`src/rtl/xor_gate_unit_pkg.sv`:
```
// Shared definitions for the XOR stage.
// Contents: occupancy encoding for 2-entry skid buffers and the legal
// upper bound on datapath width. Nothing here depends on a particular
// instance's WIDTH; that stays a module parameter.
package xor_gate_unit_pkg;

    // Occupancy of a head + skid pair. FULL means both entries hold data.
    typedef enum logic [1:0] {
        OCC_EMPTY = 2'd0,
        OCC_HEAD  = 2'd1,
        OCC_FULL  = 2'd2
    } occ_e;

    localparam int unsigned WIDTH_MAX = 64;

endpackage

```
`src/rtl/xor_skid_buffer.sv`:
```
// Two-entry valid/ready skid buffer with strict FIFO ordering.
// Ports:
//   clk, rst       rising-edge clock, synchronous active-high reset
//   in_data        payload offered by the producer
//   in_valid       producer has a payload this cycle
//   in_ready       registered; high exactly when the skid entry is empty
//   out_data       payload at the head (output register)
//   out_valid      head holds a valid payload
//   out_ready      consumer takes the head this cycle
module xor_skid_buffer #(
    parameter int unsigned DW = 2
) (
    input  logic          clk,
    input  logic          rst,
    input  logic [DW-1:0] in_data,
    input  logic          in_valid,
    output logic          in_ready,
    output logic [DW-1:0] out_data,
    output logic          out_valid,
    input  logic          out_ready
);
    import xor_gate_unit_pkg::*;

    occ_e          state_q;
    occ_e          state_d;
    logic [DW-1:0] head_q;
    logic [DW-1:0] skid_q;
    logic          ready_q;

    logic in_xfer;
    logic out_xfer;
    logic load_head;
    logic head_from_skid;
    logic load_skid;

    always_comb begin
        in_xfer        = in_valid && ready_q;
        out_xfer       = (state_q != OCC_EMPTY) && out_ready;
        state_d        = state_q;
        load_head      = 1'b0;
        head_from_skid = 1'b0;
        load_skid      = 1'b0;
        case (state_q)
            OCC_EMPTY: begin
                if (in_xfer) begin
                    load_head = 1'b1;
                    state_d   = OCC_HEAD;
                end
            end
            OCC_HEAD: begin
                if (out_xfer) begin
                    // Draining head: a same-cycle input replaces it directly.
                    if (in_xfer) begin
                        load_head = 1'b1;
                    end else begin
                        state_d = OCC_EMPTY;
                    end
                end else if (in_xfer) begin
                    load_skid = 1'b1;
                    state_d   = OCC_FULL;
                end
            end
            OCC_FULL: begin
                // ready_q is low here, so no input can arrive this cycle.
                if (out_xfer) begin
                    load_head      = 1'b1;
                    head_from_skid = 1'b1;
                    state_d        = OCC_HEAD;
                end
            end
            default: state_d = OCC_EMPTY;
        endcase
    end

    always_ff @(posedge clk) begin
        if (rst) begin
            state_q <= OCC_EMPTY;
            head_q  <= '0;
            skid_q  <= '0;
            ready_q <= 1'b0;
        end else begin
            state_q <= state_d;
            // Registered look-ahead keeps in_ready free of any input path.
            ready_q <= (state_d != OCC_FULL);
            if (load_head) begin
                head_q <= head_from_skid ? skid_q : in_data;
            end
            if (load_skid) begin
                skid_q <= in_data;
            end
        end
    end

    assign in_ready  = ready_q;
    assign out_valid = (state_q != OCC_EMPTY);
    assign out_data  = head_q;

endmodule

```
`src/rtl/xor_gate_unit.sv`:
```
// Registered bitwise XOR stage with valid/ready flow control.
// Computes y = a ^ b and parity = ^y, buffered through a 2-entry skid
// buffer so that one result per cycle is sustained under backpressure.
// Ports:
//   clk, rst     rising-edge clock, synchronous active-high reset
//   a, b         WIDTH-bit operands
//   in_valid     operands valid; in_ready: stage can accept (registered)
//   y, parity    result at the head and its XOR-reduction
//   out_valid    y/parity valid; out_ready: consumer accepts
module xor_gate_unit #(
    parameter int unsigned WIDTH = 1
) (
    input  logic             clk,
    input  logic             rst,
    input  logic [WIDTH-1:0] a,
    input  logic [WIDTH-1:0] b,
    input  logic             in_valid,
    output logic             in_ready,
    output logic [WIDTH-1:0] y,
    output logic             parity,
    output logic             out_valid,
    input  logic             out_ready
);
    import xor_gate_unit_pkg::*;

    if (WIDTH < 1 || WIDTH > WIDTH_MAX) begin : g_width_check
        $error("xor_gate_unit: WIDTH out of range");
    end

    logic [WIDTH-1:0] xor_val;
    logic             xor_par;
    logic [WIDTH:0]   head_data;

    always_comb begin
        xor_val = a ^ b;
        xor_par = ^xor_val;
    end

    xor_skid_buffer #(
        .DW(WIDTH + 1)
    ) u_buf (
        .clk      (clk),
        .rst      (rst),
        .in_data  ({xor_par, xor_val}),
        .in_valid (in_valid),
        .in_ready (in_ready),
        .out_data (head_data),
        .out_valid(out_valid),
        .out_ready(out_ready)
    );

    assign y      = head_data[WIDTH-1:0];
    assign parity = head_data[WIDTH];

endmodule

```
`config.mk`:
```
export PLATFORM = sky130hd
export DESIGN_NAME = xor_gate_unit
export DESIGN_NICKNAME = d
export VERILOG_FILES = /design/src/rtl/xor_gate_unit_pkg.sv /design/src/rtl/xor_skid_buffer.sv /design/src/rtl/xor_gate_unit.sv
export SDC_FILE = /design/constraint.sdc
export NUM_CORES = 1
export LEC_CHECK = 0
export CORE_AREA = 4 4 41 43
export CTS_BUF_LIST = sky130_fd_sc_hd__clkbuf_8
export CTS_CLUSTER_SIZE = 14
export DETAILED_ROUTE_END_ITERATION = 8
export DIE_AREA = 0 0 45 47
export PLACE_DENSITY = 0.53
export SYNTH_ARGS = -nofsm -noshare
export SYNTH_HDL_FRONTEND = slang
export SYNTH_SLANG_ARGS = --single-unit
```
`constraint.sdc`:
```
create_clock -name clk -period 1.1 [get_ports clk]
set_clock_uncertainty 0.15 [all_clocks]
set_input_delay 0.33 -clock clk [delete_from_list [all_inputs] [get_ports clk]]
set_output_delay 0.33 -clock clk [all_outputs]
set_load 0.05 [all_outputs]
```
# [Word level (Yosys, flattened, before mapping)]
# Index checks and enable logic that the tools add are counted.
[word_totals] ff_bits=6 latch_bits=0 ram_bits=0 mem_bits_ro=0 in_bits=6 out_inout_bits=4 n_memories=0
[op_classes] n_addsub=0 n_mul=0 div_mod_pow=0 magnitude_cmp=0 eq_ne=3 shift=0 muxes=14 bitwise=1 n_reduce_logical=4
[ops] cell="2-bit 2-to-1 mux" n=6
[ops] cell="1-bit 2-to-1 mux" n=6
[ops] cell="2-bit case mux with 3 select lines" n=1
[ops] cell="1-bit case mux with 3 select lines" n=1
[ops] cell="2-bit by 1-bit == test with 1-bit output, second input constant" n=1
[ops] cell="2-bit == test, second input constant" n=1
[ops] cell="1-bit logical AND" n=2
[ops] cell="2-bit zero test" n=1
[ops] cell="2-bit inequality test, second input constant" n=1
[ops] cell="2-bit nonzero test" n=1
[ops] cell="1-bit bitwise XOR" n=1

# [Longest topological paths before layout]
# Gate-level depths: netlist of run 1.
[logic_depth] ltp_word=5 mapped_depth=4

# [Cells and area by module]
# Synthesis of run 1 repeated with hierarchy kept, for this count alone.
[unflattened] hier_cells=37 area_unflattened_um2=330.3
[by_module_without_submodules] mod="xor_skid_buffer" instances=1 cells_per_inst=36 area_each_um2=321.6
[by_module_without_submodules] mod="xor_gate_unit" instances=1 cells_per_inst=1 area_each_um2=8.8

# [Worst setup path after synthesis of run 1]
# Ideal clock, no wire load.
[synth_timing] kind="register to register" from="register u_buf.ready_q, in the netlist u_buf.in_ready" to="register u_buf.head_q[0], in the netlist u_buf.out_data[0]" setup_ps=118 arrival_ps=1297 slack_ps=-465 stages_incl_launch_ff=5 synth_period_minus_slack_ps=1565 cell_sequence="dfxtp_1 > nand3b_4 > o32a_1 > o21ai_2 > a21oi_2"
[synth_between] elab_chain_len=4
[synth_lines] element="from (decl)" line_no="xor_skid_buffer.sv:28" source="logic ready_q;"
[synth_lines] element="from (signal assigned)" line_no="xor_skid_buffer.sv:84" source="ready_q <= (state_d != OCC_FULL);"
[synth_lines] element="1-bit logical AND *" line_no="xor_skid_buffer.sv:37" source="in_xfer = in_valid && ready_q;"
[synth_lines] element="1-bit 2-to-1 mux *" line_no="xor_skid_buffer.sv:45, xor_skid_buffer.sv:53"
[synth_lines] element="1-bit 2-to-1 mux" line_no="xor_skid_buffer.sv:51" source="if (out_xfer) begin"
[synth_lines] element="1-bit case mux with 3 select lines *" line_no="xor_skid_buffer.sv:43" source="case (state_q)"
[synth_lines] element="to (signal assigned)" line_no="xor_skid_buffer.sv:86" source="head_q <= head_from_skid ? skid_q : in_data;"
[synth_lines] element="to (decl)" line_no="xor_skid_buffer.sv:26" source="logic [DW-1:0] head_q;"
# Every way passes the cells marked *; elsewhere a longest branch is shown, timed or not.
# A chain may end at the register's enable or synchronous reset.

# [Worst setup path in the final report of run 1]
[layout_timing] from="register u_buf.state_q[0]" to="output out_valid"
[layout_between] elab_chain_len=1
[layout_lines] element="from (decl)" line_no="xor_skid_buffer.sv:24" source="occ_e state_q;"
[layout_lines] element="from (signal assigned)" line_no="xor_skid_buffer.sv:82" source="state_q <= state_d;"
[layout_lines] element="2-bit nonzero test" line_no="xor_skid_buffer.sv:95" source="assign out_valid = (state_q != OCC_EMPTY);"
[layout_lines] element="to (decl)" line_no="xor_gate_unit.sv:21" source="output logic out_valid,"
# Every way passes these cells.

==> flow_metrics.py, run 1 <==
metrics = {
    "status": {
        "outcome": "complete, but fails checks",
        "violations": "setup timing",
    },
    "logic_synthesis": {
        "syn_nets": 37,
        "synth_top_area_cell": "dfxtp_1",
        "ys_warn_count": 0,
        "yosysUniqueCellTypes": 20,
        "syn_area_um2": 285,
        "synth.area.top_cells": "dfxtp_1 35%, nand3b_4 7.0%, a21oi_1 5.3%",
        "avgSynthCellArea_um2": 9.20,
        "synth.top_cell.area_share_pct": 35.1,
        "ys_ff_latch": 5,
        "synthCells": 31,
        "yosysSeqAreaShare_pct": 35.1,
    },
    "cts": {
        "cts_max_level": 1,
        "cts.reportedPaths.clkPinSlew_ns": 0.04,
        "cts_tree": "done",
        "cts.path.max_buffers": 2,
        "numCtsBuffers": 3,
        "cts-root-buf": "clkbuf_8",
        "cts_num_sinks": 5,
        "clk_latency_ns": 0.22,
    },
    "layout": {
        "fin_area_um2": 624,
        "seq_area_um2": 110,
        "syn2layout_area_growth_pct": 119,
        "nFillCells": 121,
        "final_nets": 63,
        "multiInputGateArea_um2": 203,
        "num_antenna_cells": 0,
        "final_layout_size_suffix_gt1_share_pct": 67.9,
    },
    "timing": {
        "period_needed_ns": 1.41,
        "setup_slack_ns": -0.308,
        "worstMarginPinSlew_ns": 0.196,
        "holdWs_ns": 0.310,
        "relSlewSlack_pct": 86.9,
        "hold_viol": 0,
        "finalSetupViolCount": 9,
        "max_freq_mhz": 710,
        "rsz0062_at_grt": "true",
        "fin_tns_setup_ns": -1.45,
        "slew_viol_final": 0,
        "finalCritPeriodShare_pct": 128,
    },
    "die": {
        "die_h_um": 47,
        "dieArea_um2": 2120,
        "rows": 13,
        "ios": 10,
        "core_um2": 1300,
        "die_w_um": 45,
        "start_util_pct": 21.9,
    },
    "route": {
        "detail-route-antenna-nets": 0,
        "wire_per_inst_um": 10.5,
        "wl_um": 743,
        "dr.pass1.iters": 4,
        "drc_errors": 0,
        "vias": 304,
        "drt_first_iter_violations": 6,
        "viasPerCell": 4.28,
    },
    "global_route": {
        "grt_max_degree": 6,
        "grt_pass1_vias": 297,
        "antenna_found_initial": 0,
        "gr-usage-all-layers_pct": 8.54,
        "grt-ovfl-total": 0,
        "grt_pass1_wl_um": 1240,
    },
    "placement": {
        "post-place-ws_ns": -0.606,
        "gp_congestion": 0.830,
        "port_buffers": 9,
        "placed_area_um2": 482,
    },
    "setup_path": {
        "r2r_setup_slack_ns": -0.23,
        "endpoint_kind": "output port",
        "arrival_ns": 0.93,
        "max_stage_delay_ns": 0.32,
        "required_ns": 0.62,
        "cp_slowest_cell": "dfxtp_2",
        "start_kind": "register",
        "cp_cell_sequence": "or2_4 > buf_12",
        "worst-setup-path-type": "register to output port",
        "reg2regPathDepth": 5,
        "path_max_fanout": 2,
    },
    "flow_run": {
        "maxCapViolCount": 0,
    },
    "min_path": {
        "hold_path_depth": 3,
        "hold_class": "primary input to register",
    },
    "pwr": {
        "p_per_area_nw_per_um2": 1190,
        "vdd_ir_drop_max_v": 0.000753,
        "total_leakage_power_nw": 0.275,
    },
}
## state kept, by name (all words and copies together), names as in the netlist
| name | flops |
|---|---|
| u_buf.state_q | 2 |
| u_buf.in_ready | 1 |
| u_buf.skid_q | 1 |
| u_buf.out_data | 1 |
## power by group
| part | internal, mW | switching [mW] |
|---|---|---|
| Clock | 0.239 | 0.0886 |
| Sequential | 0.191 | 0.0102 |
| Combinational | 0.121 | 0.0939 |
## layout by cell type (no fill, tap or decap), types with 2 or more instances in the layout
master	instances
buf_12	4
dfxtp_2	2
buf_6	5
nor2_1	4
a21oi_2	4
inv_1	2
dlygate4sd2_1	3
buf_4	8
dfxtp_4	2
clkbuf_8	3
## kinds of logic (layout without fill, tap and decap cells)
logic type	count (synthesis)	in the layout	synth area share (%)
XOR/XNOR	1	1	3.07
multiplexers	2	2	7.46
buffers and inverters	3	28	5.27
AO/OA/AOI/OAI	6	6	14.9
AND/OR/NAND/NOR	14	14	34.2
flip-flops	5	5	35.1
## what timing repair did
item / CTS / global route
setup buffers: 7 / 0
pin swaps: 5 / 1
gates resized for setup: 18 / 4
setup endpoints to repair: 9 / 9
hold buffers: 0 / 0
## Yosys cell counts
| master | count |
|---|---|
| or2_2 | 1 |
| inv_1 | 2 |
| nand2_1 | 2 |
| nor2_1 | 4 |
| nand3b_4 | 1 |
| a21oi_2 | 1 |
| dfxtp_1 | 5 |
| o21ai_2 | 1 |
| mux2i_1 | 1 |
| nor3b_2 | 1 |
| nand4b_1 | 1 |
| nand2b_1 | 1 |
| o32a_1 | 1 |
| mux2_2 | 1 |
| nand4_1 | 1 |
| xor2_1 | 1 |
| nor2b_2 | 1 |
| a21oi_1 | 3 |
| buf_4 | 1 |
| nor2b_1 | 1 |
## critical path: cells and delay by family (launching register included)
kind / cells / cell delay [ns]
and+or+nand+nor: 1 / 0.23
DFF: 1 / 0.32
buffers and inverters: 1 / 0.15
## path summary, 6_finish.rpt
kind	endpoint	from
max reg2reg	u_buf.out_data[0]	u_buf.state_q[1]
max	out_valid	u_buf.state_q[0]
min	u_buf.in_ready	out_ready
min reg2reg	u_buf.skid_q[0]	u_buf.skid_q[0]
## metal layers
layer / part of all wire, % / up-vias / GRT usage (%)
met4: 1.9 / 0 / 7.02
met3: 5.4 / 2 / 2.30
met5: 0 / - / 0
met2: 51 / 12 / 13.8
li1: - / 159 / -
met1: 41 / 131 / 9.36
## through the flow
stage,cells,util [%],power (mW)
after CTS,71,47.8,0.750
after detailed placement,60,37.0,0.382
after global routing,71,48.0,0.782
after global placement,60,37.0,0.384
after floorplan,31,-,0.291
final,71,48.0,0.744
## area by class of cell
cell class / count / area share (%)
Clock buffer: 3 / 6.61
Clock inverter: 1 / 0.601
Inverter: 2 / 1.60
Multi-Input combinational cell: 23 / 32.5
Sequential cell: 5 / 17.6
Tap cell: 15 / 3.01
Timing Repair Buffer: 22 / 38.1
No activity file was read; power rests on OpenSTA's default activity.
==> run 2: changes to the inputs <==
--- a/config.mk
+++ b/config.mk
@@ -5,11 +5,11 @@
 export SDC_FILE = /design/constraint.sdc
 export NUM_CORES = 1
 export LEC_CHECK = 0
-export CORE_AREA = 4 4 41 43
+export CORE_AREA = 2 2 39 41
 export CTS_BUF_LIST = sky130_fd_sc_hd__clkbuf_8
 export CTS_CLUSTER_SIZE = 14
 export DETAILED_ROUTE_END_ITERATION = 8
-export DIE_AREA = 0 0 45 47
+export DIE_AREA = 0 0 41 43
 export PLACE_DENSITY = 0.53
 export SYNTH_ARGS = -nofsm -noshare
 export SYNTH_HDL_FRONTEND = slang
==> run 2 against run 1 <==
  * The run still ends with setup timing left
  * Largest cell class unchanged
  * Sequential cell count is the same
  * Setup slack gained 0.0013 ns
  * Via count shrank 3.3%
  * Sequential power is essentially flat
  * Global-route usage grew 2.2 points
  * Utilization shrank 5.0 points
==> flow_metrics.py, run 2 (synthesized netlist as in run 1, its figures left out) <==
metrics = {
    "layout": {
        "final_nets": 60,
        "syn2layout_area_growth_pct": 108,
        "regMostFlops": "u_buf.state_q",
        "final_layout_size_suffix_gt1_share_pct": 62.3,
        "fin_area_um2": 594,
        "largest_reg_flops": 2,
        "final_common_cell": "buf_4",
        "layout_common_cells": "6 x buf_4, 4 x nor2_1, 4 x buf_12, 4 x buf_6",
        "nFillCells": 132,
        "num_antenna_cells": 0,
    },
    "route": {
        "vias": 294,
        "drt_first_iter_violations": 5,
        "detail-route-antenna-nets": 0,
        "dr.pass1.iters": 2,
        "wl_um": 707,
        "viasPerCell": 4.26,
        "wire_per_inst_um": 10.2,
        "drc_errors": 0,
    },
    "pwr": {
        "total_leakage_power_nw": 0.252,
        "vdd_ir_drop_max_v": 0.000483,
        "p_per_area_nw_per_um2": 1220,
    },
    "timing": {
        "slew_viol_final": 0,
        "max_freq_mhz": 711,
        "rsz0062_at_grt": "true",
        "worstMarginPinSlew_ns": 0.201,
        "setup_slack_ns": -0.307,
        "finalCritPeriodShare_pct": 128,
        "relSlewSlack_pct": 86.6,
        "hold_viol": 0,
        "finalSetupViolCount": 9,
        "period_needed_ns": 1.41,
    },
    "setup_path": {
        "max_stage_delay_ns": 0.31,
        "start_kind": "register",
        "worst-setup-path-type": "register to output port",
        "path_delay_family": "flip-flops",
        "reg2reg_from": "u_buf.state_q[1]",
        "cp_slowest_cell": "dfxtp_2",
        "required_ns": 0.62,
        "critical_path.startpoint": "u_buf.state_q[1]",
        "reg2regPathDepth": 5,
        "timing.rr.end": "u_buf.out_data[0]",
        "cp.depth": 2,
        "endpoint_kind": "output port",
        "path_buf_inv": 1,
        "r2r_setup_slack_ns": -0.20,
        "path_max_fanout": 2,
        "cp_cell_sequence": "or2_4 > buf_12",
        "cp-endpoint": "out_valid",
        "arrival_ns": 0.93,
    },
    "die": {
        "core_um2": 1380,
        "rows": 14,
        "dieArea_um2": 1760,
        "start_util_pct": 20.6,
        "die_h_um": 43,
        "die_w_um": 41,
        "ios": 10,
    },
    "cts": {
        "cts-root-buf": "clkbuf_8",
        "cts.reportedPaths.clkPinSlew_ns": 0.03,
        "cts_num_sinks": 5,
        "numCtsBuffers": 3,
        "clk_latency_ns": 0.22,
        "cts_hold_buf": 0,
        "cts_tree": "done",
        "cts_max_level": 1,
        "cts.path.max_buffers": 2,
    },
    "flow_run": {
        "maxCapViolCount": 0,
    },
    "global_route": {
        "grt-ovfl-total": 0,
        "grt_pass1_wl_um": 1130,
        "grt_pass1_vias": 285,
        "grt_max_degree": 7,
        "gr-usage-all-layers_pct": 10.8,
        "antenna_found_initial": 0,
    },
    "placement": {
        "gp_congestion": 0.698,
        "placed_area_um2": 483,
        "post-place-ws_ns": -0.617,
        "hpwl_um": 516,
        "port_buffers": 9,
    },
    "min_path": {
        "hold_class": "register to register",
        "min_from": "u_buf.skid_q[0]",
    },
    "status": {
        "outcome": "complete, but fails checks",
        "violations": "setup timing",
    },
}
[run 2: cell types whose count changed in the layout (fill, tap and decap cells not counted), sizes merged]
cell,change
buf,-3
clkbuf,-1
clkdlybuf4s15,+1
[run 2: report_power, final]
part	internal [mW]	total [mW]	switching (mW)
clock network	0.239	0.323	0.0842
logic	0.110	0.201	0.0906
registers	0.191	0.201	0.0101
total	0.540	0.725	0.185
[run 2: worst min-delay path by stage]
| stage | cells past startpoint | endpoint | slack (ns) |
|---|---|---|---|
| global placement | 2 | u_buf.skid_q[0] | 0.33 |
| CTS | 2 | u_buf.skid_q[0] | 0.35 |
| finish | 2 | u_buf.skid_q[0] | 0.35 |
| detailed placement | 2 | u_buf.skid_q[0] | 0.34 |
| floorplan | 1 | u_buf.out_data[0] | 0.23 |
| global route | 2 | u_buf.out_data[0] | 0.38 |
[run 2: final cells by class]
class	instances	area (µm²)	area share (%)
repair buffers	19	218	36.6
clock buffers	3	41.3	6.95
multi-input cells	23	191	32.2
inverters	2	10.0	1.68
flip-flops and latches	5	110	18.5
clock inverters	1	3.75	0.632
well taps	16	20.0	3.37
[run 2: routing by layer]
metal | GRT usage, % | routed length (µm) | part of all wire [%] | up-vias
li1 | - | - | - | 150
met1 | 9.68 | 285 | 40 | 139
met2 | 15.6 | 387 | 55 | 3
met3 | 4.71 | 17 | 2.4 | 2
met4 | 12.0 | 17 | 2.4 | 0
met5 | 0 | 0 | 0 | -
[run 2: repair_timing]
| item | 4_1_cts | 5_1_grt |
|---|---|---|
| setup endpoints to repair | 9 | 9 |
| pin swaps | 5 | 2 |
| setup buffers | 4 | 0 |
| gates resized for setup | 15 | 3 |
[run 2: worst register-to-register path, cell delays in order (launching register included)]
cell and delay (ns):
dfxtp_2 0.31, buf_4 0.13, nand3b_4 0.17, o32a_1 0.30, o21ai_2 0.06, a21oi_2 0.06
[run 2: through the flow]
step	utilization [%]	total power, mW	std cells	hold WS [ns]	setup TNS [ns]
after CTS	42.0	0.734	69	0.351	-1.41
after global routing	42.9	0.767	69	0.379	-1.73
final	42.9	0.725	69	0.347	-1.33
after floorplan	-	0.291	31	0.233	-0.376
after detailed placement	34.9	0.383	61	0.342	-2.75
after global placement	34.9	0.385	61	0.333	-2.78
